`src/rtl/sound_event_counter_if.sv`:
```
// Bus bundle for sound_event_counter: control/activity inputs and per-channel count outputs.
interface sound_event_counter_if #(
    parameter int unsigned CHANNELS = 4,
    parameter int unsigned CNT_W    = 2
);
    logic [2:0]                state;
    logic [CHANNELS-1:0]       ain;
    logic                      clr;
    logic                      wrap;
    logic [CHANNELS*CNT_W-1:0] cnt;
    logic [CHANNELS-1:0]       sat;
    logic [CHANNELS-1:0]       ovf;
    logic [CHANNELS-1:0]       evt;
    logic                      tick;

    modport master (output state, ain, clr, wrap, input cnt, sat, ovf, evt, tick);
    modport slave  (input state, ain, clr, wrap, output cnt, sat, ovf, evt, tick);
endinterface

```
`src/rtl/sound_event_counter.sv`:
```
// Multi-channel debounced sound event counter with divided-clock sampling,
// saturate/wrap counting and game-state forcing of all counts to full scale.
module sound_event_counter #(
    parameter int unsigned CHANNELS   = 4,
    parameter int unsigned CNT_W      = 2,
    parameter int unsigned DIV        = 50_000_000,
    parameter int unsigned DEB        = 1,
    parameter logic [7:0]  FORCE_MASK = 8'b0011_0010
) (
    input logic                  CLK,
    input logic                  ena,
    sound_event_counter_if.slave bus
);
    localparam int unsigned DIV_W = (DIV > 1) ? $clog2(DIV) : 1;
    localparam int unsigned DEB_W = $clog2(DEB + 1);
    localparam logic [DIV_W-1:0] DIV_LAST   = DIV_W'(DIV - 1);
    localparam logic [DEB_W-1:0] DEB_TARGET = DEB_W'(DEB);
    localparam logic [CNT_W-1:0] CNT_MAX    = {CNT_W{1'b1}};

    typedef enum logic [1:0] {ARMED = 2'd0, QUAL = 2'd1, WAIT_LOW = 2'd2} fsm_t;

    logic [DIV_W-1:0]    div_q, div_d;
    logic                tick_q, tick_d;
    fsm_t                fsm_q  [CHANNELS];
    fsm_t                fsm_d  [CHANNELS];
    logic [DEB_W-1:0]    dcnt_q [CHANNELS];
    logic [DEB_W-1:0]    dcnt_d [CHANNELS];
    logic [CNT_W-1:0]    cnt_q  [CHANNELS];
    logic [CNT_W-1:0]    cnt_d  [CHANNELS];
    logic [CHANNELS-1:0] ovf_q, ovf_d, evt_q, evt_d, sat_q, sat_d, qual;
    logic                force_hit;

    // Free-running divider; tick is registered so it reads 0 during reset
    always_comb begin
        div_d     = (div_q == DIV_LAST) ? '0 : div_q + DIV_W'(1);
        tick_d    = (div_d == DIV_LAST);
        force_hit = tick_q & FORCE_MASK[bus.state];
    end

    // Per-channel debounce FSM and counter next-state; clr outranks force outranks event
    always_comb begin
        for (int i = 0; i < int'(CHANNELS); i++) begin
            fsm_d[i]  = fsm_q[i];
            dcnt_d[i] = dcnt_q[i];
            cnt_d[i]  = cnt_q[i];
            ovf_d[i]  = ovf_q[i];
            evt_d[i]  = 1'b0;
            qual[i]   = 1'b0;
            if (bus.clr) begin
                fsm_d[i]  = ARMED;
                dcnt_d[i] = '0;
                cnt_d[i]  = '0;
                ovf_d[i]  = 1'b0;
            end else if (tick_q) begin
                if (!bus.ain[i]) begin
                    fsm_d[i]  = ARMED;
                    dcnt_d[i] = '0;
                end else begin
                    case (fsm_q[i])
                        ARMED: begin
                            dcnt_d[i] = DEB_W'(1);
                            if (DEB == 1) begin
                                qual[i]  = 1'b1;
                                fsm_d[i] = WAIT_LOW;
                            end else begin
                                fsm_d[i] = QUAL;
                            end
                        end
                        QUAL: begin
                            dcnt_d[i] = dcnt_q[i] + DEB_W'(1);
                            if (dcnt_d[i] == DEB_TARGET) begin
                                qual[i]  = 1'b1;
                                fsm_d[i] = WAIT_LOW;
                            end
                        end
                        default: ;
                    endcase
                end
                if (force_hit) begin
                    cnt_d[i] = CNT_MAX;
                end else if (qual[i]) begin
                    if (cnt_q[i] != CNT_MAX) begin
                        cnt_d[i] = cnt_q[i] + CNT_W'(1);
                        evt_d[i] = 1'b1;
                    end else if (bus.wrap) begin
                        cnt_d[i] = '0;
                        ovf_d[i] = 1'b1;
                        evt_d[i] = 1'b1;
                    end
                end
            end
            sat_d[i] = (cnt_d[i] == CNT_MAX);
        end
    end

    always_ff @(posedge CLK or negedge ena) begin
        if (!ena) begin
            div_q  <= '0;
            tick_q <= 1'b0;
            ovf_q  <= '0;
            evt_q  <= '0;
            sat_q  <= '0;
            for (int i = 0; i < int'(CHANNELS); i++) begin
                fsm_q[i]  <= ARMED;
                dcnt_q[i] <= '0;
                cnt_q[i]  <= '0;
            end
        end else begin
            div_q  <= div_d;
            tick_q <= tick_d;
            ovf_q  <= ovf_d;
            evt_q  <= evt_d;
            sat_q  <= sat_d;
            for (int i = 0; i < int'(CHANNELS); i++) begin
                fsm_q[i]  <= fsm_d[i];
                dcnt_q[i] <= dcnt_d[i];
                cnt_q[i]  <= cnt_d[i];
            end
        end
    end

    for (genvar g = 0; g < int'(CHANNELS); g++) begin : g_cnt
        assign bus.cnt[g*CNT_W +: CNT_W] = cnt_q[g];
    end

    assign bus.sat  = sat_q;
    assign bus.ovf  = ovf_q;
    assign bus.evt  = evt_q;
    assign bus.tick = tick_q;
endmodule

```
`src/flat_wrapper.sv`:
```
// flat-port wrapper written by rule: the top's interface ports become plain ports
module sound_event_counter_flat 
#(
    parameter int unsigned CHANNELS   = 4,
    parameter int unsigned CNT_W      = 2,
    parameter int unsigned DIV        = 50_000_000,
    parameter int unsigned DEB        = 1,
    parameter logic [7:0]  FORCE_MASK = 8'b0011_0010
)
  (CLK, ena, bus_state, bus_ain, bus_clr, bus_wrap, bus_cnt, bus_sat, bus_ovf, bus_evt, bus_tick);
  sound_event_counter_if #(.CHANNELS(CHANNELS), .CNT_W(CNT_W)) bus_i ();
  input logic CLK;
  input logic ena;
  input wire logic [$bits(bus_i.state)-1:0] bus_state;
  input wire logic [$bits(bus_i.ain)-1:0] bus_ain;
  input wire logic [$bits(bus_i.clr)-1:0] bus_clr;
  input wire logic [$bits(bus_i.wrap)-1:0] bus_wrap;
  output wire logic [$bits(bus_i.cnt)-1:0] bus_cnt;
  output wire logic [$bits(bus_i.sat)-1:0] bus_sat;
  output wire logic [$bits(bus_i.ovf)-1:0] bus_ovf;
  output wire logic [$bits(bus_i.evt)-1:0] bus_evt;
  output wire logic [$bits(bus_i.tick)-1:0] bus_tick;
  assign bus_i.state = bus_state;
  assign bus_i.ain = bus_ain;
  assign bus_i.clr = bus_clr;
  assign bus_i.wrap = bus_wrap;
  assign bus_cnt = bus_i.cnt;
  assign bus_sat = bus_i.sat;
  assign bus_ovf = bus_i.ovf;
  assign bus_evt = bus_i.evt;
  assign bus_tick = bus_i.tick;
  sound_event_counter #(.CHANNELS(CHANNELS), .CNT_W(CNT_W), .DIV(DIV), .DEB(DEB), .FORCE_MASK(FORCE_MASK)) u_core (.CLK(CLK), .ena(ena), .bus(bus_i));
endmodule
```
`config.mk`:
```
export PLATFORM = sky130hd
export DESIGN_NAME = sound_event_counter_flat
export DESIGN_NICKNAME = d
export VERILOG_FILES = /design/src/rtl/sound_event_counter_if.sv /design/src/rtl/sound_event_counter.sv /design/src/flat_wrapper.sv
export SDC_FILE = /design/constraint.sdc
export NUM_CORES = 1
export LEC_CHECK = 0
export BUFFER_PORTS_ARGS = -buffer_cell sky130_fd_sc_hd__buf_2
export CORE_MARGIN = 4
export CORE_UTILIZATION = 52
export CTS_CLUSTER_SIZE = 14
export DETAILED_ROUTE_END_ITERATION = 8
export GPL_ROUTABILITY_DRIVEN = 0
export PLACE_DENSITY = 0.72
export SLEW_MARGIN = 10
export SYNTH_ARGS = -nofsm -noshare
export SYNTH_HDL_FRONTEND = slang
export SYNTH_SLANG_ARGS = --single-unit
export TNS_END_PERCENT = 10
```
`constraint.sdc`:
```
create_clock -name CLK -period 2.25 [get_ports CLK]
set_clock_uncertainty 0.1 [all_clocks]
set_input_delay 0.1125 -clock CLK [delete_from_list [all_inputs] [get_ports CLK]]
set_output_delay 0.1125 -clock CLK [all_outputs]
set_load 0.1 [all_outputs]
```
==> run_summary.xml <==
<?xml version="1.0" encoding="UTF-8"?>
<metrics>
  <group name="run_status">
    <metric name="status" unit="">finished with violations</metric>
    <metric name="failed_checks" unit="">negative setup slack</metric>
  </group>
  <group name="sta">
    <metric name="final_number_of_max_transition_violations" unit="">0</metric>
    <metric name="finalHoldWorstSlack" unit="ns">0.0784</metric>
    <metric name="fin_crit" unit="ns">2.31</metric>
    <metric name="hold_viol" unit="">0</metric>
    <metric name="finalSetupViolations" unit="">2</metric>
    <metric name="timing.fmax" unit="GHz">0.433</metric>
    <metric name="timing.max_slew.rel_slack" unit="">0.610</metric>
    <metric name="final_min_period_over_clock_period" unit="">1.03</metric>
    <metric name="grt_setup_unrepaired" unit="">yes</metric>
    <metric name="layout_setup_ws" unit="ns">-0.0598</metric>
    <metric name="worst-slew-pin-transition" unit="ns">0.585</metric>
  </group>
  <group name="logic_synthesis">
    <metric name="count_of_flip_flops_with_a_built_in_enable_after_synthesis" unit="">0</metric>
    <metric name="synthesized_netlist_net_count" unit="">271</metric>
    <metric name="synth_cell_types" unit="">46</metric>
    <metric name="yosys.area_share.xor_xnor" unit="">0.0873</metric>
    <metric name="postSynthAreaPerCell" unit="µm²">10.2</metric>
    <metric name="synth_top_family_by_area" unit="">simple AND/OR/NAND/NOR gates</metric>
    <metric name="synth_adder_area_share" unit="">0.0241</metric>
    <metric name="synth-main-ff-cell" unit="">sky130_fd_sc_hd__dfrtp_1</metric>
    <metric name="synthSimpleGateAreaFrac" unit="">0.287</metric>
    <metric name="seq_area_frac_synth" unit="">0.492</metric>
    <metric name="syn_inst" unit="">255</metric>
    <metric name="async_reset_ff_frac" unit="">1.00</metric>
    <metric name="synth.mux.area_fraction" unit="">0.0236</metric>
    <metric name="synth_warnings" unit="">0</metric>
    <metric name="synth_compound_gate_area_share" unit="">0.0535</metric>
    <metric name="ys_ff_latch" unit="">51</metric>
    <metric name="post_synth_instance_area" unit="µm²">2590</metric>
  </group>
  <group name="pwr">
    <metric name="cell_area_power_density" unit="nW/µm²">472</metric>
    <metric name="reported_leakage_power" unit="nW">1.60</metric>
    <metric name="ir_worst_vdd" unit="µV">300</metric>
  </group>
  <group name="clock_tree">
    <metric name="cts-buffers-inserted" unit="">5</metric>
    <metric name="root_buffer" unit="">sky130_fd_sc_hd__clkbuf_8</metric>
    <metric name="cts.htree.levels" unit="">2</metric>
    <metric name="clk-insertion-delay-late" unit="ns">0.31</metric>
    <metric name="tritoncts" unit="">done</metric>
    <metric name="clk_transition_reported_paths" unit="ns">0.09</metric>
    <metric name="clock_sinks" unit="">51</metric>
    <metric name="cts_buffer_depth" unit="">2</metric>
  </group>
  <group name="routing">
    <metric name="iteration_0_drc_count_of_the_detailed_router" unit="">89</metric>
    <metric name="via_count_normalized_by_instance_count" unit="">5.43</metric>
    <metric name="vias" unit="">2204</metric>
    <metric name="first_pass_iters" unit="">4</metric>
    <metric name="met1_routed_length" unit="mm">2.60</metric>
    <metric name="drt_drc_violations_left" unit="">0</metric>
    <metric name="routed_wl" unit="mm">6.20</metric>
    <metric name="detailroute.wirelength.met3" unit="µm">323</metric>
    <metric name="drtAntennaViolNets" unit="">0</metric>
    <metric name="top_layer_used" unit="">met4</metric>
    <metric name="wl_per_cell" unit="µm">15.3</metric>
    <metric name="met2_wirelength" unit="mm">3.15</metric>
  </group>
  <group name="finish">
    <metric name="flow.area_growth_from_synthesis" unit="%">30.5</metric>
    <metric name="layout-drive-gt1-share" unit="">0.322</metric>
    <metric name="filler_cell_count" unit="">373</metric>
    <metric name="layout.cells.non_filler" unit="">406</metric>
    <metric name="ant_diodes" unit="">0</metric>
    <metric name="layout_net_count" unit="">354</metric>
  </group>
  <group name="placement">
    <metric name="dp_cells" unit="">377</metric>
    <metric name="port-buffer-count" unit="">31</metric>
    <metric name="dp_hpwl" unit="mm">4.20</metric>
  </group>
  <group name="worst_setup_path">
    <metric name="critical_path_fanouts_max" unit="">3</metric>
    <metric name="critical_path_start_end_classification" unit="">flip-flop to flip-flop</metric>
    <metric name="crit_path_capture_type" unit="">flip-flop</metric>
    <metric name="worst-endpoint-required" unit="ns">2.35</metric>
    <metric name="worstPathArrival" unit="ns">2.41</metric>
    <metric name="crit_path_start_kind" unit="">flip-flop</metric>
  </group>
  <group name="floorplan">
    <metric name="number_of_primary_i_o_pins" unit="">32</metric>
    <metric name="core-area" unit="µm²">4790</metric>
    <metric name="chipHeight" unit="µm">78.6</metric>
    <metric name="die_area" unit="µm²">6180</metric>
    <metric name="rows" unit="">25</metric>
    <metric name="initial_utilization" unit="">0.542</metric>
    <metric name="dieWidth" unit="µm">78.6</metric>
  </group>
  <group name="global_route">
    <metric name="via_count_of_the_first_global_routing_pass" unit="">2279</metric>
    <metric name="antenna_found_initial" unit="">0</metric>
    <metric name="grt_start_max_net_pins" unit="">28</metric>
    <metric name="grt-ovfl-total" unit="">0</metric>
    <metric name="grt_pass1_wl" unit="mm">10.4</metric>
    <metric name="gr-usage-all-layers" unit="">0.213</metric>
  </group>
  <group name="run">
    <metric name="maxCapViolCount" unit="">0</metric>
  </group>
  <group name="min_path">
    <metric name="worstHoldPathType" unit="">input pin to flip-flop</metric>
  </group>
</metrics>
## power by group
group                     switching [W]  leakage [nW]  internal [W]
clock                          0.000302        0.0514      0.000332
combinational                 0.0000318         0.859     0.0000189
sequential     0.0000000000000000000763         0.693      0.000916
total                          0.000334          1.60       0.00127
## flip-flops by register name, indices dropped and copies added (netlist names)
| signal | flops |
|---|---|
| u_core.bus.evt | 4 |
| u_core.fsm_q | 2 |
| u_core.bus.cnt | 8 |
| u_core.bus.tick | 1 |
| u_core.bus.sat | 4 |
| u_core.div_q | 26 |
| u_core.dcnt_q | 2 |
| u_core.bus.ovf | 4 |
## cells in the final DEF (no fill, tap or decap), drive strengths merged
cell type and n:
o21ai 1, dfrtp 51, nand4b 4, nand4 10, dlygate4sd3 5, or4 1
buf 80, nor4b 2, nand3 14, mux2i 5, and4 3, o211ai 2
xnor2 12, nor3 4, nand2b 5, and3 6, nand4bb 1, nor2 30
clkbuf 6, xor2 13, and2 1, inv 9, ha 5, or4bb 1
a31oi 4, mux2 1, a2111oi 1, o311a 4, nand3b 1, bufinv 1
nor2b 9, or3 4, clkinvlp 1, o22ai 4, nor4 5, o32ai 1
a21oi 1, nand2 31
## worst paths after layout
kind | startpoint | to | slack (ns) | cells after the start
setup / recovery | u_core.div_q[0] | u_core.bus.tick | -0.06 | 7
hold / removal | bus_clr | u_core.bus.cnt[0] | 0.08 | 2
setup reg to reg | u_core.div_q[0] | u_core.bus.tick | -0.06 | 7
hold reg to reg | u_core.bus.ovf[2] | u_core.bus.ovf[2] | 0.43 | 2
max in group asynchronous | ena | u_core.div_q[8] | 1.25 | 3
min in group asynchronous | ena | u_core.bus.cnt[1] | 0.24 | 2
## cells by family after synthesis
family | Yosys count
simple gates | 132
flops | 51
xor+xnor | 25
compound gates | 18
buf+inv | 18
mux | 6
fa+ha+maj | 5
## repair_timing
item	in CTS	in global routing
hold buffers	5	0
buffers inserted	16	0
gates resized for setup	6	5
setup endpoints to repair	1	2
hold endpoints to repair	28	0
pin swaps	14	2
## layer usage
layer	vias to the layer above	global-route usage
met5	-	0
met4	0	0.0874
met3	12	0.0367
met2	77	0.384
met1	1057	0.249
li1	1058	-
## synthesized netlist by cell type (all sizes together), types with 2 or more instances
| library cell | instances | area (µm²) |
|---|---|---|
| dfrtp | 51 | 1280 |
| nand2 | 31 | 116 |
| nor2 | 30 | 113 |
| nand3 | 14 | 70.1 |
| xor2 | 13 | 114 |
| xnor2 | 12 | 113 |
| nand4 | 10 | 90.1 |
| inv | 9 | 33.8 |
| nor2b | 9 | 56.3 |
| and3 | 6 | 38.8 |
| buf | 6 | 38.8 |
| ha | 5 | 62.6 |
| mux2i | 5 | 50.1 |
| nand2b | 5 | 31.3 |
| nor4 | 5 | 52.6 |
| a31oi | 4 | 25.0 |
| nand4b | 4 | 35.0 |
| nor3 | 4 | 20.0 |
| o22ai | 4 | 25.0 |
| o311a | 4 | 40.0 |
| or3 | 4 | 30.0 |
| and4 | 3 | 27.5 |
| clkbuf | 3 | 11.3 |
| nor4b | 2 | 17.5 |
| o211ai | 2 | 15.0 |
## critical path, stage by stage (launching register included)
cell,delay (ns)
sky130_fd_sc_hd__dfrtp_1,0.40
sky130_fd_sc_hd__ha_1,0.19
sky130_fd_sc_hd__and4_1,0.19
sky130_fd_sc_hd__nand3_1,0.13
sky130_fd_sc_hd__or3_1,0.45
sky130_fd_sc_hd__xor2_1,0.18
sky130_fd_sc_hd__nand4bb_1,0.25
sky130_fd_sc_hd__a2111oi_4,0.31
## metrics by stage
stage	util	setup TNS, ns	instance area (µm²)	setup WS [ns]	power, W
after floorplan	-	-0.108	2600	-0.0125	0.000945
after global placement	0.638	-0.00694	3050	-0.00694	0.000979
after detailed placement	0.638	-0.0377	3050	-0.0377	0.000979
after CTS	0.701	0	3350	0.00119	0.00162
after global routing	0.708	-0.267	3390	-0.149	0.00166
final	0.708	-0.0780	3390	-0.0598	0.00160
## final cells by class
class / instances / area [µm²] / area share
Multi-Input combinational cell: 186 / 1290 / 0.382
Clock inverter: 2 / 37.5 / 0.0111
Clock buffer: 6 / 72.6 / 0.0214
Sequential cell: 51 / 1280 / 0.378
Inverter: 9 / 33.8 / 0.00997
Tap cell: 67 / 83.8 / 0.0248
Timing Repair Buffer: 85 / 586 / 0.173
(Power assumes the default switching activity.)
